**config.mk**
```make
export PLATFORM = sky130hd
export DESIGN_NAME = clock_set_ctrl
export DESIGN_NICKNAME = d
export VERILOG_FILES = /design/src/rtl/clock_set_ctrl.sv
export SDC_FILE = /design/constraint.sdc
export NUM_CORES = 1
export LEC_CHECK = 0
export BUFFER_PORTS_ARGS = -buffer_cell sky130_fd_sc_hd__buf_2
export CAP_MARGIN = 5
export CORE_ASPECT_RATIO = 2
export CORE_MARGIN = 2
export CORE_UTILIZATION = 32
export CTS_CLUSTER_SIZE = 14
export DETAILED_ROUTE_END_ITERATION = 10
export HOLD_SLACK_MARGIN = 0.15
export SETUP_SLACK_MARGIN = 0.05
export SLEW_MARGIN = 20
export SYNTH_ARGS = -nofsm -noshare
export SYNTH_HDL_FRONTEND = slang
export SYNTH_SLANG_ARGS = --single-unit
```
**constraint.sdc**
```tcl
create_clock -name clk -period 7.7 [get_ports clk]
set_input_delay 0.77 -clock clk [delete_from_list [all_inputs] [get_ports clk]]
set_output_delay 0.77 -clock clk [all_outputs]
set_load 0.005 [all_outputs]
```
**src/rtl/clock_set_ctrl.sv**
```systemverilog
// rtl/clock_set_ctrl.sv - front-panel button conditioning and run/set-time controller
module clock_set_ctrl #(
  parameter int DEB_CYCLES    = 500000,
  parameter int REPEAT_DELAY  = 25000000,
  parameter int REPEAT_PERIOD = 5000000,
  parameter int TIMEOUT       = 500000000,
  parameter int BLINK_DIV     = 12500000
) (
  input  logic       clk,
  input  logic       rst_n,
  input  logic [1:0] swch,
  input  logic       BUT1,
  input  logic       BUT2,
  output logic       run_en,
  output logic       inc_hour,
  output logic       inc_min,
  output logic       clr_sec,
  output logic [1:0] mode,
  output logic [1:0] fld_blank
);

  localparam int RepMax = (REPEAT_DELAY > REPEAT_PERIOD) ? REPEAT_DELAY : REPEAT_PERIOD;
  localparam int DebW   = $clog2(DEB_CYCLES + 1);
  localparam int RepW   = $clog2(RepMax + 1);
  localparam int IdleW  = $clog2(TIMEOUT + 1);
  localparam int BlinkW = $clog2(BLINK_DIV + 1);

  localparam logic [DebW-1:0]   debLast    = DebW'(DEB_CYCLES - 1);
  localparam logic [RepW-1:0]   delayLast  = RepW'(REPEAT_DELAY - 1);
  localparam logic [RepW-1:0]   periodLast = RepW'(REPEAT_PERIOD - 1);
  localparam logic [IdleW-1:0]  idleLast   = IdleW'(TIMEOUT - 1);
  localparam logic [BlinkW-1:0] blinkLast  = BlinkW'(BLINK_DIV - 1);

  typedef enum logic [1:0] {
    Run    = 2'b00,
    SetHr  = 2'b01,
    SetMin = 2'b10
  } stateT;

  // Index 0 is BUT1 (field select), index 1 is BUT2 (increment).
  logic [1:0]      btnMeta;
  logic [1:0]      btnSync;
  logic [1:0]      debounced;
  logic [1:0]      pressEvt;
  logic [DebW-1:0] debCnt [2];

  stateT             state;
  stateT             nextState;
  logic              nextIncH;
  logic              nextIncM;
  logic              nextClr;
  logic              nextPhase;
  logic              stateChange;
  logic              inSet;
  logic              anyHeld;
  logic              idleExpire;
  logic              repFire;
  logic [IdleW-1:0]  idleCnt;
  logic [RepW-1:0]   repCnt;
  logic              repActive;
  logic              repArmed;
  logic [BlinkW-1:0] blinkCnt;
  logic              phase;

  // Synchronize the raw buttons and accept a new level only after it has held for DEB_CYCLES.
  always_ff @(posedge clk or negedge rst_n) begin
    if (!rst_n) begin
      btnMeta   <= 2'b11;
      btnSync   <= 2'b11;
      debounced <= 2'b00;
      pressEvt  <= 2'b00;
      debCnt[0] <= '0;
      debCnt[1] <= '0;
    end else begin
      btnMeta <= {BUT2, BUT1};
      btnSync <= btnMeta;
      for (int i = 0; i < 2; i++) begin
        pressEvt[i] <= 1'b0;
        if (~btnSync[i] != debounced[i]) begin
          if (debCnt[i] == debLast) begin
            debCnt[i]    <= '0;
            debounced[i] <= ~debounced[i];
            pressEvt[i]  <= ~debounced[i];
          end else begin
            debCnt[i] <= debCnt[i] + 1'b1;
          end
        end else begin
          debCnt[i] <= '0;
        end
      end
    end
  end

  assign inSet       = (state != Run);
  assign anyHeld     = |debounced;
  assign idleExpire  = inSet && !anyHeld && (idleCnt == idleLast);
  assign repFire     = repActive && debounced[1] && (repCnt == (repArmed ? periodLast : delayLast));
  assign stateChange = (nextState != state);
  assign nextPhase   = stateChange ? 1'b0 : ((blinkCnt == blinkLast) ? ~phase : phase);

  // Next-state and strobe decode; lock/timeout outrank BUT1, which outranks any increment.
  always_comb begin
    nextState = state;
    nextIncH  = 1'b0;
    nextIncM  = 1'b0;
    nextClr   = 1'b0;
    case (state)
      Run: begin
        if (pressEvt[0] && !swch[1]) nextState = SetHr;
      end
      SetHr, SetMin: begin
        if (swch[1] || idleExpire) begin
          nextState = Run;
        end else if (pressEvt[0]) begin
          if (state == SetHr) begin
            nextState = SetMin;
          end else begin
            nextState = Run;
            nextClr   = 1'b1;
          end
        end else if (pressEvt[1] || repFire) begin
          nextIncH = (state == SetHr);
          nextIncM = (state == SetMin);
        end
      end
      default: nextState = Run;
    endcase
  end

  // State register with registered per-state outputs and one-cycle strobes.
  always_ff @(posedge clk or negedge rst_n) begin
    if (!rst_n) begin
      state     <= Run;
      run_en    <= 1'b1;
      inc_hour  <= 1'b0;
      inc_min   <= 1'b0;
      clr_sec   <= 1'b0;
      fld_blank <= 2'b00;
    end else begin
      state     <= nextState;
      run_en    <= (nextState == Run);
      inc_hour  <= nextIncH;
      inc_min   <= nextIncM;
      clr_sec   <= nextClr;
      fld_blank <= {(nextState == SetHr) & nextPhase & swch[0],
                    (nextState == SetMin) & nextPhase & swch[0]};
    end
  end

  assign mode = state;

  // Idle timeout, BUT2 auto-repeat and blink phase counters, all restarted on state change.
  always_ff @(posedge clk or negedge rst_n) begin
    if (!rst_n) begin
      idleCnt   <= '0;
      repCnt    <= '0;
      repActive <= 1'b0;
      repArmed  <= 1'b0;
      blinkCnt  <= '0;
      phase     <= 1'b0;
    end else begin
      phase <= nextPhase;
      if (stateChange || blinkCnt == blinkLast) blinkCnt <= '0;
      else                                      blinkCnt <= blinkCnt + 1'b1;

      if (stateChange || nextState == Run || anyHeld) idleCnt <= '0;
      else                                            idleCnt <= idleCnt + 1'b1;

      // Repeats only follow a real first strobe; the first gap is REPEAT_DELAY, later ones REPEAT_PERIOD.
      if (stateChange || !inSet || !debounced[1]) begin
        repCnt    <= '0;
        repActive <= 1'b0;
        repArmed  <= 1'b0;
      end else if (nextIncH || nextIncM) begin
        repCnt    <= '0;
        repActive <= 1'b1;
        repArmed  <= repActive;
      end else if (repActive) begin
        repCnt <= repCnt + 1'b1;
      end
    end
  end

endmodule

```
# After elaboration in Yosys (flattened, before gate mapping)
# Index checks and enable logic that the tools add are counted.
op_classes:
  bitwise_logic: 9
  n_mux: 37
  n_reduce_logical: 26
  addsub: 5
  eq_ne: 12
ops:
  columns: ["op", "count"]
  rows:
  - ["$mux 25", 4]
  - ["$mux 19", 4]
  - ["$add 19x1->19 const B", 2]
  - ["$eq 19x19->1 const B", 2]
  - ["$add 29x1->29 const B", 1]
  - ["$eq 29x29->1 const B", 1]
  - ["$mux 29", 1]
  - ["$add 25x1->25 const B", 1]
  - ["$eq 25x25->1", 1]
  - ["$add 24x1->24 const B", 1]
  - ["$eq 24x24->1 const B", 1]
  - ["$mux 24", 1]
  - ["$mux 1", 22]
  - ["$logic_or 1x1->1", 8]
  - ["$mux 2", 4]
  - ["$logic_and 1x1->1", 5]
  - ["$not 1->1", 5]
  - ["$and 1x1->1", 4]
  - ["$eq 2x1->1 const B", 2]
  - ["$eq 2x2->1 const B", 2]
  - ["$logic_not 1->1", 4]
  - ["$logic_not 2->1", 2]
  - ["$pmux 2 s2", 1]
  - ["$reduce_and 2->1", 2]
  - ["5 further kinds", 8]
totals:
  register_bits: 135
  input_bits: 6

# Depth between registers and ports, before layout
# Gate-level depths: netlist of run 1.
depth:
  word_depth: 11
  depth_mapped: 10
  ltp_nobuf: 8

# Worst setup path before layout of run 1
# No wires, ideal clock.
synth_path:
  path_kind: "register to register"
  startpoint: "reg state[0] (netlist: mode[0])"
  endpoint: "reg blinkCnt[10]"
  setup_ns: 0.149
  path_slack_ns: 5.159
  arrival_time_ns: 2.391
  path_stages_with_launch: 10
  required_ns: 7.551
  period_less_slack_ns: 2.541
  n_path_buf: 1
  path_cell_list: "dfrtp_1 inv_1 ha_1 nor4_1 nand4_1 o21bai_1 o32ai_1 a221oi_2 clkbuf_1 nor3_1"
synth_via:
  elab_chain_len: 9
  word_cells_on_any_way: 16
synth_lines:
  columns: ["element", "line", "text"]
  rows:
  - ["start, declared", "47", "stateT state;"]
  - ["start signal, assigned", "133", "state <= Run;"]
  - ["start signal, assigned", "140", "state <= nextState;"]
  - ["branches (longest 6 deep; another with $eq 2x1->1)", null, null]
  - ["$ne 2x2->1 (*)", "98", "assign stateChange = (nextState != state);"]
  - ["$logic_or 1x1->1 (*)", "163", "if (stateChange || blinkCnt == blinkLast) blinkCnt <= '0;"]
  - ["$mux 24 (*)", "163", null]
  - ["end signal, assigned", "164", "else blinkCnt <= blinkCnt + 1'b1;"]
  - ["end, declared", "62", "logic [BlinkW-1:0] blinkCnt;"]
# Mark *: on every way between the ends.
# A chain may end at the register's enable or synchronous reset.

# Worst setup path after layout of run 1
layout_path:
  startpoint: "reg state[0] (netlist: mode[0])"
  endpoint: "reg repCnt[12]"
layout_via:
  elab_chain_len: 10
  word_cells_on_any_way: 29
layout_lines:
  columns: ["element", "line", "text"]
  rows:
  - ["branches (longest 10 deep; another with $reduce_bool 3->1)", null, null]
  - ["end signal, assigned", "179", "repCnt <= repCnt + 1'b1;"]
  - ["end, declared", "59", "logic [RepW-1:0] repCnt;"]
# Several ways; the timed one is not identified.

==> results of run 1 <==
## layer usage
metal  up-vias  part of all wire, %
met4         0                  2.4
met3        27                  2.2
met2        56                   55
met5         -                    0
li1       2439                    -
met1      2528                   40
## layout make-up
type / count / share of cell area [%]
Antenna cell: 1 / 0.03228
Clock buffer: 19 / 5.584
Clock inverter: 13 / 2.518
Inverter: 20 / 0.9684
Multi-Input combinational cell: 498 / 41.49
Sequential cell: 135 / 43.66
Tap cell: 269 / 4.342
Timing Repair Buffer: 18 / 1.404
## per-stage QoR
| stage | hold slack (ns) | worst slack (ns) | instance area (sq um) | power (mW) | std cells |
|---|---|---|---|---|---|
| after floorplan | 0.3452 | 5.159 | 6760 | 0.8370 | 679 |
| after global placement | 0.3465 | 4.637 | 7122 | 0.8745 | 940 |
| after CTS | 0.3573 | 4.509 | 7750 | 1.756 | 972 |
| after global routing | 0.3629 | 4.307 | 7750 | 1.797 | 972 |
| after detailed placement | 0.3475 | 4.536 | 7122 | 0.8771 | 940 |
| final | 0.3338 | 4.519 | 7752 | 1.734 | 973 |
## state kept, by name, summed over array words and instances, names as in the netlist, 2 cells and up
register   count
debounced      2
fld_blank      2
repCnt        25
pressEvt       2
debCnt        38
idleCnt       29
btnMeta        2
blinkCnt      24
mode           2
btnSync        2
## logic make-up (layout without fill, tap and decap cells)
| family | count (synthesis) | in the layout | synth area share (%) |
|---|---|---|---|
| AOI/OAI and AO/OA | 19 | 19 | 2.147 |
| muxes | 4 | 4 | 0.5923 |
| and+or+nand+nor | 356 | 356 | 28.61 |
| other | 0 | 1 | 0 |
| adders and majority gates | 9 | 9 | 1.666 |
| buffers and inverters | 46 | 70 | 2.665 |
| xor gates and xnor gates | 110 | 110 | 14.25 |
| DFF | 135 | 135 | 50.06 |
## worst register-to-register path: stages (launching register included)
cell and delay (ns):
dfrtp_1 0.49, inv_1 0.13, ha_1 0.27, nor4_1 0.22, nand4_1 0.18, o21bai_1 0.39, o32ai_1 0.32, a221oi_4 0.32
buf_4 0.50, nor4_1 0.19
## cells in the mapped netlist, drive strengths merged, types with 5 or more instances
| master | number |
|---|---|
| ha | 9 |
| nand2 | 39 |
| dfrtp | 130 |
| o21ai | 5 |
| and3 | 10 |
| nor4b | 11 |
| nor2b | 5 |
| inv | 20 |
| nor4 | 63 |
| nand4 | 34 |
| clkbuf | 18 |
| xnor2 | 57 |
| dfstp | 5 |
| and4 | 17 |
| buf | 8 |
| nor2 | 90 |
| nor3 | 24 |
| xor2 | 53 |
| nand3 | 39 |
| nor3b | 5 |
## path summary, 6_finish.rpt
path / from / endpoint / cells past startpoint
worst min register to register: btnMeta[1]$_DFF_PN1_ / btnSync[1]$_DFF_PN1_ / 0
min in group clk: btnMeta[1]$_DFF_PN1_ / btnSync[1]$_DFF_PN1_ / 0
worst min-delay path: rst_n / debCnt[9]$_DFF_PN0_ / 1
worst max register to register: mode[0]$_DFF_PN0_ / repCnt[12]$_DFFE_PN0P_ / 9
max in group asynchronous: rst_n / blinkCnt[20]$_DFF_PN0_ / 2
worst max-delay path: mode[0]$_DFF_PN0_ / repCnt[12]$_DFFE_PN0P_ / 9
## power breakdown
group,switching (mW),internal (mW),leakage [nW]
Combinational,0.0594,0.0346,0.868
Sequential,0.0319,0.738,1.85
Clock,0.324,0.546,0.295
==> impl_metrics.json, run 1 <==
{
  "multi_input_area_sq_um": 3217,
  "clockBufferDepth": 2,
  "layout_commonest_cell": "dfrtp_1",
  "grt_pass1_wl_um": 25600,
  "clock-sinks": 135,
  "maxCapViolations": 0,
  "synthDistinctLibCells": 42,
  "status": "completed",
  "dpl.hpwl_um": 9963,
  "post-route-util_pct": 37.21,
  "synth-edff-count": 0,
  "grt_pass1_vias": 5314,
  "dieWidth_um": 106.8,
  "routabilityCongestion": 0.8126,
  "period_share_pct": 41.31,
  "crit_chain": "inv_1, ha_1, nor4_1, nand4_1, o21bai_1, o32ai_1, a221oi_4, buf_4, nor4_1",
  "cp.required_ns": 7.95,
  "path_delay_family": "compound AO/OA/AOI/OAI gates",
  "syn-mean-instance-area_sq_um": 9.956,
  "cts_tree": "yes",
  "ir_drop_mv": 0.1127,
  "die_area_sq_um": 22370,
  "track_usage_pct": 14.18,
  "cp-start-kind": "flop",
  "wl_um": 14860,
  "setup_tns_ns": 0,
  "viasPerCell": 5.190,
  "clk_pin_slew_ns": 0.06,
  "yosysTopAreaCell": "dfrtp_1",
  "vias": 5050,
  "portBuffers": 13,
  "cp.arrival_ns": 3.43,
  "met3_usage_pct": 3.075,
  "start_util_pct": 32.45,
  "grt_setup_unrepaired": "no",
  "fin_skew_ns": 0.01191,
  "final_hold_viol_count": 0,
  "ys_seq_area_share_pct": 50.06,
  "core_area_sq_um": 20830,
  "worstSetupEndpointType": "flop",
  "cts_setup_buffers": 0,
  "gr-total-overflow": 0,
  "synth_nets": 694,
  "cts_inserted_buffers": 17,
  "post-route-min-period_ns": 3.181,
  "synth_area_leaders": "dfrtp_1, xnor2_1, xor2_1, nor4_1, nor2_1",
  "synth_top_area_share_pct": 48.12,
  "grt_busiest_layer": "met2",
  "layout.nets": 705,
  "seq_area_sq_um": 3385,
  "drtIter0Drc": 256,
  "first_pass_iters": 7,
  "cp_max_fo": 54,
  "worstMarginPinSlew_ns": 1.091,
  "syn_inst": 679,
  "cts_root_buf": "clkbuf_16",
  "fmax_ghz": 0.3144,
  "yosys_register_bits": 135,
  "reg2reg_slack_ns": 4.52,
  "insertion_delay_ns": 0.42,
  "synth_ff_type": "dfrtp_1",
  "htree_levels": 4,
  "drive_gt1_share_pct": 8.535,
  "leakage_nw": 3.017,
  "drv_slew": 0,
  "cts_resized": 0,
  "worst-path-buf-inv": 2,
  "hold_buffers": 0,
  "met1_usage_pct": 15.19,
  "antenna_found_initial": 1,
  "crit_type": "flop to flop",
  "synthesis.area_sq_um": 6760,
  "async_flop_share_pct": 100.0,
  "drc": 0,
  "final_cell_mix": "dfrtp_1, nor2_1, nor4_1",
  "power_density_nw_per_um2": 223.7,
  "slew_headroom_pct": 27.03,
  "wl_per_cell_um": 15.27,
  "hp-class": "input port to asynchronous set/reset pin",
  "setup_violations": 0,
  "ant_nets": 0,
  "grt_start_max_net_pins": 69,
  "ys_warn_count": 0,
  "met2_usage_pct": 26.31,
  "max_stage_delay_ns": 0.50,
  "area_growth_pct": 14.68,
  "slowest_stage": "buf_4",
  "cpMostUsedCell": "nor4_1",
  "fp.dieH_um": 209.6,
  "rows": 75,
  "io_pins": 14,
  "fill_cells": 2121
}
Note: power is estimated with default switching activity, not from simulation.
==> run 2: changes to the inputs <==
==> constraint.sdc (replaced) <==
create_clock -name clk -period 2.82 [get_ports clk]
set_input_delay 0.282 -clock clk [delete_from_list [all_inputs] [get_ports clk]]
set_output_delay 0.282 -clock clk [all_outputs]
set_load 0.005 [all_outputs]
==> run 2 against run 1 <==
Against the previous run: clock power rose to 2.7 times the previous value; hold slack better by 0.021 ns; routed wire length is essentially flat; largest cell class unchanged; largest power group unchanged; design area is 2.1% higher; total power grew to 2.7 times the previous value; die area stayed put; non-clock buffer count increased by 14; critical path depth is 2 lower.
==> impl_metrics.json, run 2 (synthesis gave the netlist of run 1 again) <==
{
  "setup_tns_ns": 0,
  "wl_um": 14850,
  "fp.dieH_um": 209.6,
  "worst_slack_ns": 0.2589,
  "max_stage_delay_ns": 0.46,
  "first_pass_iters": 4,
  "hp-class": "flop to flop",
  "clk_pin_slew_ns": 0.06,
  "die_area_sq_um": 22370,
  "final_hold_viol_count": 0,
  "slowest_stage": "nor4bb_1",
  "core_area_sq_um": 20830,
  "slew_headroom_pct": 34.22,
  "grt_start_max_net_pins": 71,
  "clockBufferDepth": 2,
  "rows": 75,
  "worstSetupEndpointType": "flop",
  "viasPerCell": 5.129,
  "io_pins": 14,
  "worst-path-buf-inv": 1,
  "start_util_pct": 32.45,
  "worstMarginPinSlew_ns": 0.9844,
  "power_density_nw_per_um2": 593.6,
  "routabilityCongestion": 0.8453,
  "layout_commonest_cell": "dfrtp_1",
  "drv_slew": 0,
  "clock-sinks": 135,
  "status": "completed",
  "cts_setup_buffers": 0,
  "regMostFlops": "debCnt",
  "cts_tree": "yes",
  "fin_skew_ns": 0.009330,
  "vias": 5062,
  "place_inst": 950,
  "power_frac_clock_pct": 49.5,
  "crit_chain": "nor4bb_1, nand4_1, nor2_1, mux2i_1, a221oi_4, buf_12, nor4_1",
  "largestRegisters": "debCnt (38), idleCnt (29), repCnt (25)",
  "p_sw_mw": 1.088,
  "cp-start-kind": "flop",
  "cts_inserted_buffers": 17,
  "dpl_cell_area_sq_um": 7247,
  "period_share_pct": 90.82,
  "post-route-min-period_ns": 2.561,
  "grt_setup_unrepaired": "no",
  "antenna_found_initial": 1,
  "fmax_ghz": 0.3905,
  "cts_root_buf": "clkbuf_16",
  "p_comb_share_pct": 5.8,
  "power_mw": 4.700,
  "dieWidth_um": 106.8,
  "insertion_delay_ns": 0.42,
  "grt_pass1_wl_um": 25640,
  "largest_reg_flops": 38,
  "path_delay_family": "simple AND/OR/NAND/NOR gates",
  "portBuffers": 13,
  "dpl.hpwl_um": 10080,
  "grt_pass1_vias": 5259,
  "cp_max_fo": 54,
  "drc": 0,
  "layout.nets": 719,
  "wl_per_cell_um": 15.05,
  "crit_type": "flop to flop",
  "p_sw_share_pct": 23.15,
  "ir_drop_mv": 0.3708,
  "leakage_nw": 3.096,
  "track_usage_pct": 14.19,
  "p_int_mw": 3.612,
  "area_growth_pct": 17.14,
  "p_seq_share_pct": 44.7,
  "final_cell_mix": "dfrtp_1, nor2_1, nor4_1",
  "ant_nets": 0,
  "setup_violations": 0,
  "drtIter0Drc": 268,
  "pre_cts_ws_ns": 0.2873,
  "final_area_sq_um": 7919,
  "gr-total-overflow": 0,
  "drive_gt1_share_pct": 9.902,
  "maxCapViolations": 0,
  "cp.required_ns": 3.11,
  "final_cells": 987,
  "htree_levels": 4,
  "cp.arrival_ns": 2.85
}
[run 2: cell count changes in the layout (fill, tap and decap cells not counted), sizes merged]
cell         delta
dlygate4sd3     +4
clkinv          -1
bufinv          -1
clkbuf          +3
clkinvlp        +2
inv             -3
buf            +10
[run 2: power by group through the flow]
stage                     clock [mW]  combinational [mW]  sequential, mW
after detailed placement           0               0.276            2.13
after floorplan                    0               0.173            2.11
after global routing            2.48               0.318            2.11
after global placement             0               0.273            2.13
after CTS                       2.39               0.284            2.10
final                           2.33               0.275            2.10
[run 2: path summary, 6_finish.rpt]
check                                              start                    end  slack [ns]  depth (start not counted)
max in group asynchronous                          rst_n       run_en$_DFF_PN1_        1.58                          3
worst max register to register  debounced[1]$_DFFE_PN0P_  repCnt[4]$_DFFE_PN0P_        0.26                          7
worst min register to register      btnMeta[0]$_DFF_PN1_   btnSync[0]$_DFF_PN1_        0.36                          0
worst min-delay path                btnMeta[0]$_DFF_PN1_   btnSync[0]$_DFF_PN1_        0.36                          0
worst max-delay path            debounced[1]$_DFFE_PN0P_  repCnt[4]$_DFFE_PN0P_        0.26                          7
min in group asynchronous                          rst_n    debCnt[5]$_DFF_PN0_        0.46                          2
[run 2: timing repair]
item	CTS	global route
hold buffers	4	0
resized for setup	0	0
hold endpoints to repair	68	0
[run 2: worst reg2reg max path: stages, from the launching register on]
cell	delay, ns
dfrtp_1	0.45
nor4bb_1	0.47
nand4_1	0.21
nor2_1	0.16
mux2i_1	0.40
a221oi_4	0.13
buf_12	0.23
nor4_1	0.37
[run 2: through the flow]
step / utilization [%] / hold slack [ns]
floorplan: - / -0.01359
global placement: 34.79 / 0.3463
detailed placement: 34.79 / 0.3423
CTS: 38.00 / 0.3558
global route: 38.00 / 0.3635
finish: 38.01 / 0.3551
[run 2: metal layers]
metal	vias to the layer above	global-route usage, %	routed length, um
met5	-	0	0
met4	0	5.195	238
met2	47	26.14	8386
met1	2525	15.75	5931
li1	2476	-	-
met3	14	3.012	295
[run 2: area by class of cell]
class | instances | area [sq um]
fill | 2117 | 12910
inverter | 20 | 75.07
multi-input combinational | 498 | 3217
tap | 269 | 336.6
clock inverter | 10 | 145.1
timing repair buffer | 32 | 274.0
antenna | 1 | 2.502
sequential | 135 | 3385
clock buffer | 22 | 484.2
==> run 3: changes to the inputs <==
--- a/config.mk
+++ b/config.mk
@@ -9,10 +9,12 @@
 export CAP_MARGIN = 5
 export CORE_ASPECT_RATIO = 2
 export CORE_MARGIN = 2
-export CORE_UTILIZATION = 32
+export CORE_UTILIZATION = 54
 export CTS_CLUSTER_SIZE = 14
 export DETAILED_ROUTE_END_ITERATION = 10
 export HOLD_SLACK_MARGIN = 0.15
+export PLACE_DENSITY = 0.73
+export REMOVE_ABC_BUFFERS = 1
 export SETUP_SLACK_MARGIN = 0.05
 export SLEW_MARGIN = 20
 export SYNTH_ARGS = -nofsm -noshare
==> run 3 against run 2 <==
Against the previous run: register-to-register slack is essentially flat; die area shrank 40%; first-iteration DRC count grew 31%; non-clock buffer count shrank 3; sequential power is essentially flat; clock skew grew 0.0022 ns; sequential share of layout area grew 1.0 points; hold slack lost 0.19 ns; fmax grew 0.38%; cell count shrank 13%; critical path depth grew 2; largest cell class unchanged.
==> impl_metrics.json, run 3 (synthesis gave the netlist of run 1 again) <==
{
  "status": "completed",
  "largestRegisters": "debCnt (38), idleCnt (29), repCnt (25)",
  "drv_slew": 0,
  "fmax_ghz": 0.3919,
  "setup_violations": 0,
  "fp.dieH_um": 162.2,
  "insertion_delay_ns": 0.42,
  "worstMarginPinSlew_ns": 1.003,
  "core_area_sq_um": 12200,
  "fin_skew_ns": 0.01153,
  "path_depth": 9,
  "post-route-min-period_ns": 2.551,
  "worstSetupEndpointType": "flop",
  "p_sw_share_pct": 23.22,
  "final_cell_mix": "dfrtp_1, nor2_1, nor4_1",
  "cts_tree": "yes",
  "period_share_pct": 90.47,
  "crit_chain": "inv_1, ha_1, inv_1, o21ai_0, o21ai_0, mux2i_2, a221oi_2, buf_4, nor4_1",
  "layout.nets": 716,
  "antenna_found_initial": 0,
  "worst_slack_ns": 0.2686,
  "drtIter0Drc": 350,
  "cts_inserted_buffers": 17,
  "htree_levels": 4,
  "wl_per_cell_um": 17.17,
  "cp.arrival_ns": 2.85,
  "routabilityCongestion": 0.8769,
  "cp.required_ns": 3.12,
  "grt_pass1_wl_um": 25010,
  "maxCapViolations": 0,
  "pre_cts_ws_ns": 0.1953,
  "dieWidth_um": 83.12,
  "track_usage_pct": 23.01,
  "drc": 0,
  "reg2reg_depth": 9,
  "crit_type": "flop to flop",
  "worst-path-buf-inv": 3,
  "grt_pass1_vias": 5318,
  "clockBufferDepth": 2,
  "slew_headroom_pct": 32.96,
  "viasPerCell": 6.066,
  "p_sw_mw": 1.100,
  "clock-sinks": 135,
  "p_int_mw": 3.637,
  "power_density_nw_per_um2": 612.4,
  "seq_area_sq_um": 3385,
  "ant_nets": 0,
  "clk_pin_slew_ns": 0.06,
  "drive_gt1_share_pct": 10.08,
  "final_hold_viol_count": 0,
  "io_pins": 14,
  "final_cells": 862,
  "die_area_sq_um": 13480,
  "start_util_pct": 55.43,
  "regMostFlops": "debCnt",
  "grt_start_max_net_pins": 59,
  "cp_max_fo": 29,
  "largest_reg_flops": 38,
  "vias": 5229,
  "first_pass_iters": 5,
  "p_comb_share_pct": 5.8,
  "gr-total-overflow": 0,
  "max_stage_delay_ns": 0.39,
  "wl_um": 14800,
  "hold_depth": 3,
  "cp-start-kind": "flop",
  "dpl.hpwl_um": 9665,
  "power_frac_clock_pct": 49.9,
  "path_delay_family": "compound AO/OA/AOI/OAI gates",
  "portBuffers": 13,
  "grt_setup_unrepaired": "no",
  "p_seq_share_pct": 44.3,
  "slowest_stage": "dfrtp_1",
  "hp-class": "input port to flop",
  "cts_root_buf": "clkbuf_16",
  "place_inst": 826,
  "rows": 57,
  "leakage_nw": 3.094,
  "ir_drop_mv": 0.5300,
  "layout_commonest_cell": "dfrtp_1",
  "multi_input_area_sq_um": 3232,
  "fill_cells": 971,
  "area_growth_pct": 14.44
}
==> run 3: cell count changes in the layout (fill, tap and decap cells not counted) <==
cell           delta
clkinv_4          -1
clkbuf_8          +1
o21bai_1          -1
o21bai_2          +1
mux2i_2           +1
clkinvlp_4        -3
o32ai_1           -1
mux2i_1           -1
o32ai_2           +1
dlygate4sd3_1     -1
inv_6             +2
buf_12            -2
clkinv_2          +1
==> run 3: layer usage <==
metal | vias to the layer above | GRT usage, % | part of all wire [%]
met4 | 0 | 9.687 | 2.8
met3 | 40 | 5.030 | 3.2
met5 | - | 0 | 0
met1 | 2603 | 25.12 | 38
li1 | 2470 | - | -
met2 | 116 | 42.49 | 56
==> run 3: area by class of cell <==
class	count	area share, %
clock inverters	9	1.763
clock buffers	23	6.437
repair buffers	29	2.895
flip-flops and latches	135	43.75
inverters	20	0.9704
well taps	147	2.377
multi-input cells	498	41.78
diodes	1	0.03235
==> run 3: what timing repair did <==
| action | 4_1_cts | 5_1_grt |
|---|---|---|
| setup buffers | 0 | 0 |
| endpoints found under the setup margin | 0 | 81 |
| hold endpoints to repair | 50 | 0 |
| hold buffers | 3 | 0 |
| gates resized for setup | 0 | 3 |
==> run 3: worst reg2reg max path, delay by kind of cell (launching register included) <==
kind,cells,cell delay [ns]
fa+ha+maj,1,0.27
compound gates,3,0.61
flops,1,0.39
mux,1,0.32
simple gates,1,0.33
buf+inv,3,0.52
==> run 3: path summary, 6_finish.rpt <==
path | from | end | slack, ns
max reg2reg | mode[1]$_DFF_PN0_ | idleCnt[18]$_DFF_PN0_ | 0.27
min in group asynchronous | rst_n | repCnt[10]$_DFFE_PN0P_ | 0.36
max in group asynchronous | rst_n | idleCnt[26]$_DFF_PN0_ | 1.69
min | swch[0] | fld_blank[1]$_DFF_PN0_ | 0.17
min reg2reg | btnMeta[0]$_DFF_PN1_ | btnSync[0]$_DFF_PN1_ | 0.35
max | mode[1]$_DFF_PN0_ | idleCnt[18]$_DFF_PN0_ | 0.27
==> run 3: per-stage QoR <==
| stage | total power [mW] | setup TNS (ns) | hold slack [ns] | instance area, sq um | util (%) |
|---|---|---|---|---|---|
| after floorplan | 2.276 | -69.01 | -0.01359 | 6655 | - |
| after global placement | 2.385 | 0 | 0.2459 | 7054 | 57.84 |
| after detailed placement | 2.402 | 0 | 0.2517 | 7054 | 57.84 |
| after CTS | 4.772 | 0 | 0.1514 | 7719 | 63.29 |
| after global routing | 4.899 | 0 | 0.1976 | 7734 | 63.41 |
| final | 4.737 | 0 | 0.1679 | 7736 | 63.43 |
==> run 3: power groups by stage <==
stage | clock network [mW] | registers (mW) | logic, mW
after global placement | 0 | 2.13 | 0.259
final | 2.37 | 2.10 | 0.275
after floorplan | 0 | 2.11 | 0.163
after detailed placement | 0 | 2.13 | 0.271
after global routing | 2.48 | 2.11 | 0.312
after CTS | 2.40 | 2.10 | 0.278
